===== config.mk =====
export PLATFORM = sky130hd
export DESIGN_NAME = uart_baud_gen_frac
export DESIGN_NICKNAME = d
export VERILOG_FILES = /design/src/rtl/uart_baud_gen_frac.sv
export SDC_FILE = /design/constraint.sdc
export NUM_CORES = 1
export LEC_CHECK = 0
export CAP_MARGIN = 20
export CORE_UTILIZATION = 55
export DETAILED_ROUTE_END_ITERATION = 10
export MAX_ROUTING_LAYER = met4
export PLACE_DENSITY = 0.77
export SLEW_MARGIN = 0
export SYNTH_ARGS = -nofsm -noshare
export SYNTH_HDL_FRONTEND = slang
export SYNTH_SLANG_ARGS = --single-unit

===== constraint.sdc =====
create_clock -name clk -period 10.2 [get_ports clk]
set_input_delay 2.04 -clock clk [delete_from_list [all_inputs] [get_ports clk]]
set_output_delay 2.04 -clock clk [all_outputs]
set_load 0.02 [all_outputs]

===== src/rtl/uart_baud_gen_frac.sv =====
// Fractional-divisor UART baud generator: oversample tick, 1x bit tick, glitch-free
// divisor updates through a shadow register, plus enable and phase resync.
module uart_baud_gen_frac #(
  parameter int CLK_RATE   = 50000000,
  parameter int BAUD_RATE  = 115200,
  parameter int OVERSAMPLE = 16,
  parameter int INT_WIDTH  = 16,
  parameter int FRAC_WIDTH = 4,
  localparam int PHASE_W   = $clog2(OVERSAMPLE)
) (
  input  logic                  clk,
  input  logic                  rst,
  input  logic                  en,
  input  logic                  resync,
  input  logic [INT_WIDTH-1:0]  div_int,
  input  logic [FRAC_WIDTH-1:0] div_frac,
  input  logic                  div_wr,
  output logic                  tick,
  output logic                  bit_tick,
  output logic [PHASE_W-1:0]    os_phase,
  output logic                  div_pending,
  output logic                  div_rej
);

  // Reset divisor in units of 1/2^FRAC_WIDTH cycle, rounded to nearest.
  localparam longint DEF_Q =
    (longint'(CLK_RATE) * (longint'(1) << FRAC_WIDTH) + longint'(BAUD_RATE) * OVERSAMPLE / 2)
    / (longint'(BAUD_RATE) * OVERSAMPLE);
  localparam logic [INT_WIDTH-1:0]  DEF_INT    = INT_WIDTH'(DEF_Q >> FRAC_WIDTH);
  localparam logic [FRAC_WIDTH-1:0] DEF_FRAC   = FRAC_WIDTH'(DEF_Q);
  localparam logic [PHASE_W-1:0]    PHASE_LAST = PHASE_W'(OVERSAMPLE - 1);

  logic [INT_WIDTH-1:0]  a_int, s_int;
  logic [FRAC_WIDTH-1:0] a_frac, s_frac;
  logic [INT_WIDTH:0]    cnt;
  logic [FRAC_WIDTH-1:0] acc;
  logic                  ext;

  logic [INT_WIDTH:0]    lim;
  logic [FRAC_WIDTH:0]   frac_sum;
  logic                  apply;
  logic                  wr_ok;

  // NOTE: every output of this block gets a value on every path, so no latches are inferred.
  always_comb begin
    lim      = {1'b0, a_int} + {{INT_WIDTH{1'b0}}, ext};
    frac_sum = {1'b0, acc} + {1'b0, a_frac};
    // A divisor applied while paused can leave cnt beyond the new limit; >= keeps it from wrapping.
    tick     = !rst && en && !resync && (cnt >= lim - (INT_WIDTH + 1)'(1));
    bit_tick = tick && (os_phase == PHASE_LAST);
    apply    = div_pending && (tick || resync || !en);
    wr_ok    = div_wr && (div_int != '0);
  end

  // NOTE: sequential state is updated with non-blocking assignments only.
  always_ff @(posedge clk) begin
    if (rst) begin
      a_int       <= DEF_INT;
      a_frac      <= DEF_FRAC;
      s_int       <= DEF_INT;
      s_frac      <= DEF_FRAC;
      cnt         <= '0;
      acc         <= '0;
      ext         <= 1'b0;
      os_phase    <= '0;
      div_pending <= 1'b0;
      div_rej     <= 1'b0;
    end else begin
      div_rej <= div_wr && (div_int == '0);

      if (resync) begin
        cnt      <= '0;
        acc      <= '0;
        ext      <= 1'b0;
        os_phase <= '0;
      end else if (tick) begin
        cnt      <= '0;
        acc      <= frac_sum[FRAC_WIDTH-1:0];
        ext      <= frac_sum[FRAC_WIDTH];
        os_phase <= (os_phase == PHASE_LAST) ? '0 : os_phase + PHASE_W'(1);
      end else if (en) begin
        cnt <= cnt + (INT_WIDTH + 1)'(1);
      end

      // The period ending now keeps the old divisor; the new one starts from a clean fraction.
      if (apply) begin
        a_int  <= s_int;
        a_frac <= s_frac;
        acc    <= '0;
        ext    <= 1'b0;
      end

      // A write coinciding with an apply lands in the shadow and waits for the next apply.
      if (wr_ok) begin
        s_int       <= div_int;
        s_frac      <= div_frac;
        div_pending <= 1'b1;
      end else if (apply) begin
        div_pending <= 1'b0;
      end
    end
  end

endmodule

Yosys cells after proc, flatten, opt, wreduce, memory -nomap -nowiden

Index checks and enable logic that the tools add are counted.
Widths: inputs -> output; s select.

Register bits after elaboration: 68
Input port bits: 25
Output and inout port bits: 8
Word-level logic and storage cells: 38

Add/subtract/negate cells: 5
$lt $le $gt $ge: 1
Equal/unequal tests: 1
Multiplexer cells: 3
Reduce and logical (&&, ||, !) cells: 18

Operator list:

| operator              | number |
|---|---|
| $add 16x1->17         | 1 |
| $add 17x1->17 const B | 1 |
| $ge 17x17->1          | 1 |
| $sub 17x1->17 const B | 1 |
| $logic_not 16->1      | 1 |
| $reduce_bool 16->1    | 1 |
| $logic_and 1x1->1     | 7 |
| $reduce_or 3->1       | 2 |
| $add 4x4->5           | 1 |
| $add 4x1->4 const B   | 1 |
| $eq 4x4->1 const B    | 1 |
| $mux 4                | 1 |
| $logic_not 1->1       | 3 |
| $logic_or 1x1->1      | 2 |
| $mux 1                | 2 |
| $reduce_bool 2->1     | 1 |
| $reduce_or 2->1       | 1 |

Longest topological paths before layout

Depth after elaboration: 9
Gate-level depth with buffers: 16
Mapped depth without buffers: 15

Least setup slack after synthesis

OpenSTA, ideal clock, no wires.

Path kind: reg2out
From: reg a_int[0]
To: out bit_tick
Arrival time: 3602 ps
Data required time: 8160 ps
Slack: 4558 ps
Cell stages (with the launch flop): 14
Buffers on the path: 0
Cell sequence: dfxtp_1 inv_1 ha_1 ha_1 nand2_1 or3_4 or3_4 or3_1 ha_1 nand4_1 nor4_2 a21oi_2 o21ai_2 nor3b_1

Word-level cells in the longest chain between the ends: 5

RTL lines:

| what                   | RTL line | source |
|---|---|---|
| from (decl)            | 33       | `logic [INT_WIDTH-1:0] a_int, s_int;` |
| from (signal assigned) | 87       | `a_int <= s_int;` |
| $add 16x1->17          | 46       | `lim = {1'b0, a_int} + {{INT_WIDTH{1'b0}}, ext};` |
| $sub 17x1->17          | 49       | `tick = !rst && en && !resync && (cnt >= lim - (INT_WIDTH + 1)'(1));` |
| $ge 17x17->1           | 49       |  |
| $logic_and 1x1->1      | 49       |  |
| $logic_and 1x1->1      | 50       | `bit_tick = tick && (os_phase == PHASE_LAST);` |
| to (decl)              | 19       | `output logic bit_tick,` |

Every way passes these cells.

Worst setup path after layout

From: in en
To: out bit_tick

Word-level cells in the longest chain between the ends: 4

RTL lines:

| what                           | RTL line | source |
|---|---|---|
| from (decl)                    | 13       | `input logic en,` |
| $logic_and 1x1->1 (3 in a row) | 49       |  |
| $logic_and 1x1->1              | 50       |  |

Every way passes these cells.

==> impl_metrics.ini <==
[status]
status = finished with violations
violations = DRC

[layout]
num_antenna_cells = 0
fin_nets = 505
drive_gt1_share_pct = 6.10
final_common_cell = dfxtp_1
final_cell_mix = 68 x dfxtp_1, 59 x nand2_1, 32 x nand2b_1, 32 x clkdlybuf4s50_1, 28 x a21oi_1
syn_to_final_growth_pct = 15.2
fin_area_um2 = 4240

[worst_setup_path]
worstPathRequired_ps = 8160
worstSetupPathType = primary input to primary output
path_max_fanout = 19
r2r_slack_ps = 6210
cp-end-kind = primary output
critical_path.startpoint_type = primary input
cp.arrival_ps = 4960

[logic_synthesis]
syn-num-nets = 481
synthAdderAreaFrac_pct = 9.04
synth_area_um2 = 3680
synth-simple-area-share_pct = 25.8
synth_cell_types = 45
synth_top_family_by_area = simple AND/OR/NAND/NOR gates
ys.flop_type = dfxtp_1
synth-edff-count = 0
syn_area_per_cell_um2 = 8.57
synth-seq-cells = 68
synth_xor_area_share_pct = 7.37
ys.warnings.count = 0
async_flop_share_pct = 0
synth_compound_area_share_pct = 11.1
syn_inst = 430
ys_seq_area_share_pct = 37.0
synthMuxAreaShare_pct = 5.98

[floorplanning]
ios = 33
die_y_um = 83.8
coreArea_um2 = 6420
num_rows = 29
start_util_pct = 57.4
die_w_um = 83.8
dieArea_um2 = 7030

[pwr]
p_leak_nw = 1.63
power_density_nw_per_um2 = 130
vdd_drop_max_mv = 0.0888

[timing]
drv_slew = 0
setup_tns_ps = 0
fmax_ghz = 0.143
tightest_slew_ps = 757
relSlewSlack_pct = 49.5
setup_viol = 0
clock_skew_ps = 10.7
rsz0062_at_grt = no
min_period_ps = 7000
fin_crit_sh_pct = 68.6
hold_viol = 0

[cts]
worstSkewPairLatency_ps = 340
clock-root-buffer = clkbuf_8
htreeDepth = 3
cts_buffers = 9
cts_setup_buffers = 0
clk_pin_slew_ps = 80
ctsResizeCount = 0
cts_tree = built
cts_sinks = 68
ctsHoldBuffers = 0
cts_max_path_buffers = 2

[global_route]
grt_max_degree = 66
grt_pass1_vias = 2831
grt_util_all_layers_pct = 22.9
grt_pass1_wl_um = 12700
antenna_found_initial = 0
grt-ovfl-total = 0

[worst_hold_path]
hp-class = register to register

[route]
vias_per_cell = 5.62
drc = 2
ant_nets = 0
wl_um = 7170
first_iter_violations = 143
via_count = 3011
drtPass1Iterations = 7
wl_per_cell_um = 13.4

[placement]
place_area_um2 = 4030
gp_routability_congestion = 0.823
io_buffer_count = 32
dp_hpwl_um = 5190

[flow_run]
maxCapViolations = 0
-- cells by family (layout without fill, tap and decap cells) --
family                   after synthesis  after routing
AND/OR/NAND/NOR                      185            185
flip-flops                            68             68
multiplexers                          22             22
buffers and inverters                 34             63
XOR/XNOR                              31             31
AO/OA/AOI/OAI                         64             64
adder cells (fa/ha/maj)               26             26
-- synth_stat cells (all sizes together), types with 3 or more instances --
library cell / instances / share of area, %
dfxtp: 68 / 37
nand2: 59 / 6.0
nand2b: 32 / 5.4
a21oi: 30 / 4.2
ha: 25 / 8.5
mux2i: 22 / 6.0
nor2: 22 / 2.3
nor3: 19 / 2.6
clkbuf: 16 / 1.6
xor2: 16 / 3.8
xnor2: 15 / 3.6
nand3: 14 / 1.9
inv: 11 / 1.1
o2111ai: 11 / 2.6
nand4: 7 / 1.2
nor4: 7 / 1.5
o21ai: 7 / 1.1
buf: 6 / 0.92
nand3b: 5 / 1.0
o211ai: 5 / 1.0
or3: 5 / 1.1
a31oi: 4 / 0.68
and2: 4 / 0.68
and3: 4 / 0.68
a21o: 3 / 0.61
nor3b: 3 / 0.61
-- path summary, 6_finish.rpt --
path,cells after the start,from,to
setup / recovery,5,en,bit_tick
hold / removal,2,s_int[10],s_int[10]
setup reg to reg,13,ext,cnt[16]
hold reg to reg,2,s_int[10],s_int[10]
-- worst max-delay path, cell delays in order --
cell	delay (ps)
clkdlybuf4s50_1	890
clkinv_1	420
o21ai_2	710
nor3b_1	260
clkdlybuf4s50_1	630
-- state kept, by name, summed over array words and instances, names as in the netlist, 4 cells and up --
signal / cells
a_frac: 4
a_int: 16
acc: 4
cnt: 17
os_phase: 4
s_frac: 4
s_int: 16
-- power by group --
| group | switching [mW] | leakage [nW] | internal [mW] |
|---|---|---|---|
| clock | 0.104 | 0.106 | 0.127 |
| sequential | 0.00502 | 0.553 | 0.272 |
| combinational | 0.0230 | 0.973 | 0.0219 |
-- final cells by class --
cell class / count / area, um2
clock buffers: 11 / 151
clock inverters: 5 / 60.1
fillers: 545 / 2180
inverters: 12 / 45.0
multi-input cells: 328 / 2190
flip-flops and latches: 68 / 1360
well taps: 77 / 96.3
repair buffers: 35 / 343
-- per-stage QoR --
stage               instances  setup slack (ps)  utilization (%)  hold slack (ps)  power, mW
floorplan                 430              4560                -              437      0.312
global placement          520              3280             62.8              444      0.327
detailed placement        520              3200             62.8              449      0.328
CTS                       536              3160             66.1              459      0.557
global route              536              2800             66.1              476      0.576
finish                    536              3200             66.1              458      0.553
-- layer usage --
layer | routed length (um) | global-route usage (%)
met1 | 3630 | 30.3
met2 | 3190 | 33.8
met3 | 239 | 4.95
met4 | 113 | 9.56
met5 | 0 | -
Note: power is estimated with default switching activity, not from simulation.
